### config.mk
export PLATFORM = sky130hd
export DESIGN_NAME = audio_adc_rx
export DESIGN_NICKNAME = d
export VERILOG_FILES = /design/src/rtl/audio_adc_rx.sv
export SDC_FILE = /design/constraint.sdc
export NUM_CORES = 1
export LEC_CHECK = 0
export CORE_MARGIN = 3
export CORE_UTILIZATION = 44
export DETAILED_ROUTE_END_ITERATION = 10
export HOLD_SLACK_MARGIN = 0.02
export PLACE_DENSITY = 0.67
export SYNTH_ARGS = -nofsm -noshare
export SYNTH_HDL_FRONTEND = slang
export SYNTH_SLANG_ARGS = --single-unit
### constraint.sdc
create_clock -name clk -period 5.2 [get_ports clk]
set_clock_uncertainty 0.05 [all_clocks]
set_input_delay 0.52 -clock clk [delete_from_list [all_inputs] [get_ports clk]]
set_output_delay 0.52 -clock clk [all_outputs]
set_load 0.005 [all_outputs]
### src/rtl/audio_adc_rx.sv
// I2S receiver for the CODEC ADC path: deserializes left/right words from
// aud_adcdat and presents complete stereo frames on a valid/ready port.
// Optional build macro ADC_RX_SYNC_EN: when defined, aud_bclk, aud_adclrck and
// aud_adcdat each pass through a 2-flop synchronizer (CODEC-master clocking),
// adding 2 clk of latency. Undefined: inputs are used directly.
module audio_adc_rx #(
  parameter int unsigned WIDTH = 16
) (
  input  logic             clk,
  input  logic             reset_n,
  input  logic             aud_bclk,
  input  logic             aud_adclrck,
  input  logic             aud_adcdat,
  output logic [WIDTH-1:0] left,
  output logic [WIDTH-1:0] right,
  output logic             valid,
  input  logic             ready,
  output logic             overrun,
  input  logic             clear
);

  localparam int unsigned CNT_W = $clog2(WIDTH + 1);

  typedef enum logic [1:0] {
    ST_ALIGN = 2'd0,
    ST_SHIFT = 2'd1,
    ST_WAIT  = 2'd2
  } state_t;

  logic bclk_s;
  logic lrck_s;
  logic dat_s;

`ifdef ADC_RX_SYNC_EN
  logic [1:0] bclk_sync;
  logic [1:0] lrck_sync;
  logic [1:0] dat_sync;

  // Two-flop synchronizers for a CODEC-sourced bit clock, LR clock and data
  always_ff @(posedge clk or negedge reset_n) begin
    if (!reset_n) begin
      bclk_sync <= 2'b00;
      lrck_sync <= 2'b00;
      dat_sync  <= 2'b00;
    end else begin
      bclk_sync <= {bclk_sync[0], aud_bclk};
      lrck_sync <= {lrck_sync[0], aud_adclrck};
      dat_sync  <= {dat_sync[0], aud_adcdat};
    end
  end

  assign bclk_s = bclk_sync[1];
  assign lrck_s = lrck_sync[1];
  assign dat_s  = dat_sync[1];
`else
  assign bclk_s = aud_bclk;
  assign lrck_s = aud_adclrck;
  assign dat_s  = aud_adcdat;
`endif

  logic bclk_q;
  logic lr_q;
  logic rise_c;
  logic lr_chg_c;

  assign rise_c   = bclk_s & ~bclk_q;
  assign lr_chg_c = rise_c & (lrck_s != lr_q);

  // BCLK edge history and LRCK value seen at the previous rise
  always_ff @(posedge clk or negedge reset_n) begin
    if (!reset_n) begin
      bclk_q <= 1'b0;
      lr_q   <= 1'b0;
    end else begin
      bclk_q <= bclk_s;
      if (rise_c) begin
        lr_q <= lrck_s;
      end
    end
  end

  state_t             state, state_d;
  logic               side, side_d;
  logic [CNT_W-1:0]   count, count_d;
  logic [WIDTH-2:0]   shift, shift_d;
  logic [WIDTH-1:0]   left_stage, left_stage_d;
  logic               left_ok, left_ok_d;
  logic [WIDTH-1:0]   shift_ins_c;
  logic               frame_done_c;

  // Word under construction with the current serial bit appended at the LSB
  assign shift_ins_c = {shift, dat_s};

  // State register and capture datapath
  always_ff @(posedge clk or negedge reset_n) begin
    if (!reset_n) begin
      state      <= ST_ALIGN;
      side       <= 1'b0;
      count      <= '0;
      shift      <= '0;
      left_stage <= '0;
      left_ok    <= 1'b0;
    end else begin
      state      <= state_d;
      side       <= side_d;
      count      <= count_d;
      shift      <= shift_d;
      left_stage <= left_stage_d;
      left_ok    <= left_ok_d;
    end
  end

  // Next-state: align to a 1->0 LRCK change, shift WIDTH bits, then idle
  // until the next half-frame; any LRCK change mid-word aborts the frame.
  always_comb begin
    state_d      = state;
    side_d       = side;
    count_d      = count;
    shift_d      = shift;
    left_stage_d = left_stage;
    left_ok_d    = left_ok;
    frame_done_c = 1'b0;

    case (state)
      ST_ALIGN: begin
        if (lr_chg_c && !lrck_s) begin
          state_d   = ST_SHIFT;
          side_d    = 1'b0;
          count_d   = '0;
          shift_d   = '0;
          left_ok_d = 1'b0;
        end
      end

      ST_SHIFT: begin
        if (lr_chg_c) begin
          // Short half-frame: drop the partial word and whatever frame it belonged to
          state_d   = ST_SHIFT;
          side_d    = lrck_s;
          count_d   = '0;
          shift_d   = '0;
          left_ok_d = 1'b0;
        end else if (rise_c) begin
          shift_d = shift_ins_c[WIDTH-2:0];
          if (count == CNT_W'(WIDTH - 1)) begin
            count_d = CNT_W'(WIDTH);
            state_d = ST_WAIT;
            if (!side) begin
              left_stage_d = shift_ins_c;
              left_ok_d    = 1'b1;
            end else begin
              frame_done_c = left_ok;
              left_ok_d    = 1'b0;
            end
          end else if (count < CNT_W'(WIDTH)) begin
            count_d = count + CNT_W'(1);
          end
        end
      end

      ST_WAIT: begin
        if (lr_chg_c) begin
          state_d = ST_SHIFT;
          side_d  = lrck_s;
          count_d = '0;
          shift_d = '0;
          if (!lrck_s) begin
            left_ok_d = 1'b0;
          end
        end
      end

      default: begin
        state_d = ST_ALIGN;
      end
    endcase
  end

  // Output frame register with valid/ready handshake and sticky overrun
  always_ff @(posedge clk or negedge reset_n) begin
    if (!reset_n) begin
      left    <= '0;
      right   <= '0;
      valid   <= 1'b0;
      overrun <= 1'b0;
    end else begin
      if (frame_done_c && (!valid || ready)) begin
        left  <= left_stage;
        right <= shift_ins_c;
        valid <= 1'b1;
      end else if (valid && ready) begin
        valid <= 1'b0;
      end

      if (frame_done_c && valid && !ready) begin
        overrun <= 1'b1;
      end else if (clear) begin
        overrun <= 1'b0;
      end
    end
  end

endmodule
==> results by group <==
Clocking
  • Cts bufs inserted: 9
  • CTS tree: done
  • CTS sink count: 76
  • CTS hold repair buffers: 0
  • Largest buffer count on any clock path: 2
  • Root Buffer Master: clkbuf_8
  • Clock Latency Late Sink: 0.35 ns
  • Register clock-pin slew on the reported worst setup and hold paths: 0.08 ns
  • Post-CTS Setup Repair Bufs: 0
  • Post-CTS Resized: 0
  • H-tree depth: 3

Floorplanning
  • Area of the die: 8550 um^2
  • FP Rows: 30
  • Die W: 92.5 um
  • Core area: 7020 um^2
  • Chip height: roughly 92 um
  • Initial core utilization: 0.469
  • Ports: 41

Synthesis
  • Synth Area in Adders: 0.0228
  • Compound-cell area share of the yosys netlist: 0.0639
  • Sequential fraction of the synthesis area: 0.578
  • Syn Nets: about 260
  • #FFs+latches synth: 76
  • Synth top area cells: dfrtp_1 58%, mux2_4 14%, mux2_2 6.8%
  • Cells after Synth: ~240
  • XOR/XNOR Fraction of Synth Area: 0.00494
  • Largest family of logic cells by synthesized area: multiplexers
  • Mux contribution to synthesized area: 0.208
  • Area leader, netlist: dfrtp_1
  • Post-synth design cell area: 3290 um^2
  • Share of the synthesized area in the top cell type: 0.578
  • Post-synthesis area per instance: 13.5 um^2
  • Post-Synth Simple-Gate Area: 0.0871
  • Synth unique cells: 38
  • Synth warn: 0

GRT
  • Largest net degree at the start of global routing: 77
  • Initial antenna violation count: 0
  • Vias in the first global route: 2007
  • Grt total ovfl: 0
  • First-pass GRT wire length: between 9000 and 10000 um
  • GRT Total Usage: 0.143

Worst setup path
  • CP Capture Type: flop
  • Critical path class: primary input to flop
  • WP data arrival: just over 3 ns
  • Crit-path cells: clkdlybuf4s50_1 > nand2b_1 > o311ai_2 > nand2_1 > or4_1 > nand3_1
  • CP top delay family: simple AND/OR/NAND/NOR gates
  • Slowest-stage cell, CP: or4_1
  • Highest net fanout along the worst path: 40
  • Data required, critical path: 5.43 ns
  • CP Launch Type: primary input
  • Max incr delay on CP: 0.73 ns
  • Worst path bufs/invs: 1

Routing
  • Vias per std cell: 4.96
  • TritonRoute pass-1 iters: 4
  • Antenna-violating nets left: 0
  • Residual DRC count: 0
  • Initial DRC Count: 95
  • Total routed wirelength: 5480 um
  • Avg WL per Cell: ~14 um
  • Via Count: 1920

Power and ir drop
  • Pwr/cell area: 331 nW/um^2
  • Clk pwr share: 0.347
  • Reg power frac: 0.499
  • Sw Pwr: about 0.00038 W
  • Switching portion of total power: 0.292
  • Leakage power: 1.80 nW
  • Worst VDD drop: around 0.29 mV
  • Int Power: 0.000919 W
  • Logic pwr share: 0.154

Layout
  • ANT cells: 0
  • Layout cell share with drive strength beyond 1: 0.251
  • Area added between synthesis and finish: 19.3%
  • Fillers: 587
  • Post-layout util: 0.559
  • Nets: 299
  • Area of the multi-input gates: approximately 1300 um^2
  • Post-route cell area: a little under 4000 um^2
  • Non-Filler Instances: 387
  • Reg area: 1900 um^2

Timing
  • Final hold violation count: 0
  • Setup violations, final: 0
  • Tightest Pin Transition: between 1 and 1.5 ns
  • Fmax: 0.355 GHz
  • Max_slew headroom: 0.280
  • Final period util: 0.542
  • Max-slew violations: 0
  • Setup TNS: 0 ns
  • Final Critical Period: between 2 and 3 ns
  • RSZ-0062 raised after global routing: false

Placed design
  • # placed instances: ~370
  • IO buf count: 40
  • Area post-placement: 3720 um^2
  • GP Congestion: 0.822
  • Half-perimeter wire length after placement: 3510 um

Run status
  • Outcome: completed

Run
  • Max-cap violation count: 0

Min path
  • Hold Crit Class: primary input to asynchronous set/reset pin
==> logic make-up (layout without fill, tap and decap cells) <==
group / Yosys count / count (layout)
mux: 51 / 51
xor+xnor: 1 / 1
simple gates: 60 / 60
compound gates: 35 / 35
buf+inv: 15 / 62
flops: 76 / 76
fa+ha+maj: 6 / 6
==> synth_stat cells <==
library cell / count
a21boi_0: 1
a21o_1: 1
a21oi_1: 6
a22o_1: 1
a31o_2: 1
and2_1: 1
and3_1: 1
and3b_1: 1
buf_1: 1
buf_12: 3
buf_2: 2
buf_6: 1
clkbuf_1: 3
dfrtp_1: 76
ha_1: 6
inv_1: 5
mux2_2: 20
mux2_4: 30
mux2i_1: 1
nand2_1: 36
nand2b_1: 5
nand3_1: 3
nand3b_1: 1
nand4_1: 1
nand4bb_1: 1
nor2_1: 3
nor2_2: 1
nor2b_2: 1
nor3_1: 1
o21a_1: 1
o21ai_0: 19
o22ai_1: 1
o311ai_2: 1
o31ai_1: 3
or2_1: 1
or2_2: 1
or4_1: 2
xnor2_2: 1
==> stage by stage <==
stage	setup WS [ns]	power, W	hold WS, ns
2_1_floorplan	3.12	0.000808	0.174
3_3_place_gp	2.13	0.000855	0.436
3_5_place_dp	2.02	0.000862	0.441
4_1_cts	2.38	0.00132	0.294
5_1_grt	2.13	0.00138	0.330
6_report	2.38	0.00130	0.240
==> power groups by stage <==
stage               Combinational [W]  Sequential, W  Clock [W]
floorplan                    0.000156       0.000652          0
global placement             0.000196       0.000659          0
detailed placement           0.000202       0.000660          0
CTS                          0.000203       0.000648   0.000468
global route                 0.000232       0.000654   0.000490
finish                       0.000200       0.000648   0.000451
==> final cells by class <==
type,count,area share
sequential,76,0.485
multi-input combinational,153,0.326
timing repair buffer,41,0.103
clock buffer,11,0.0360
tap,96,0.0306
clock inverter,5,0.0150
inverter,5,0.00478
==> flip-flops by register name (all words and copies together) (netlist names) <==
signal,count
state,2
left_stage,16
valid,1
left,16
right,16
lr_q,1
overrun,1
shift,15
bclk_q,1
left_ok,1
side,1
count,5
==> metal layers <==
metal  up-vias  part of all wire  track usage
met5         -                 0            0
met4         0             0.015       0.0532
met3         8             0.045       0.0439
met2        42              0.46        0.225
met1       940              0.48        0.187
li1        930                 -            -
==> placed cells by master, fill, tap and decap left out, types with 2 or more instances in the layout <==
master           count
a21oi_1              6
buf_4                2
clkbuf_8            10
clkdlybuf4s50_1     39
clkinvlp_4           2
dfrtp_1             76
ha_1                 6
inv_1                5
mux2_2              20
mux2_4              30
nand2_1             36
nand2b_1             5
nand3_1              3
nor2_1               3
o21ai_0             19
o31ai_1              3
or4_1                2
==> worst paths after layout <==
check | from | endpoint | slack [ns] | cells past startpoint
setup reg to reg | state[0] | count[2] | 2.46 | 7
min in group clk | left_ok | left_ok | 0.45 | 2
max in group asynchronous | reset_n | left_ok | 4.23 | 1
hold / removal | reset_n | left[10] | 0.24 | 1
hold reg to reg | left_ok | left_ok | 0.45 | 2
setup / recovery | aud_bclk | count[2] | 2.38 | 6
Power figures use the tool's default switching activity.
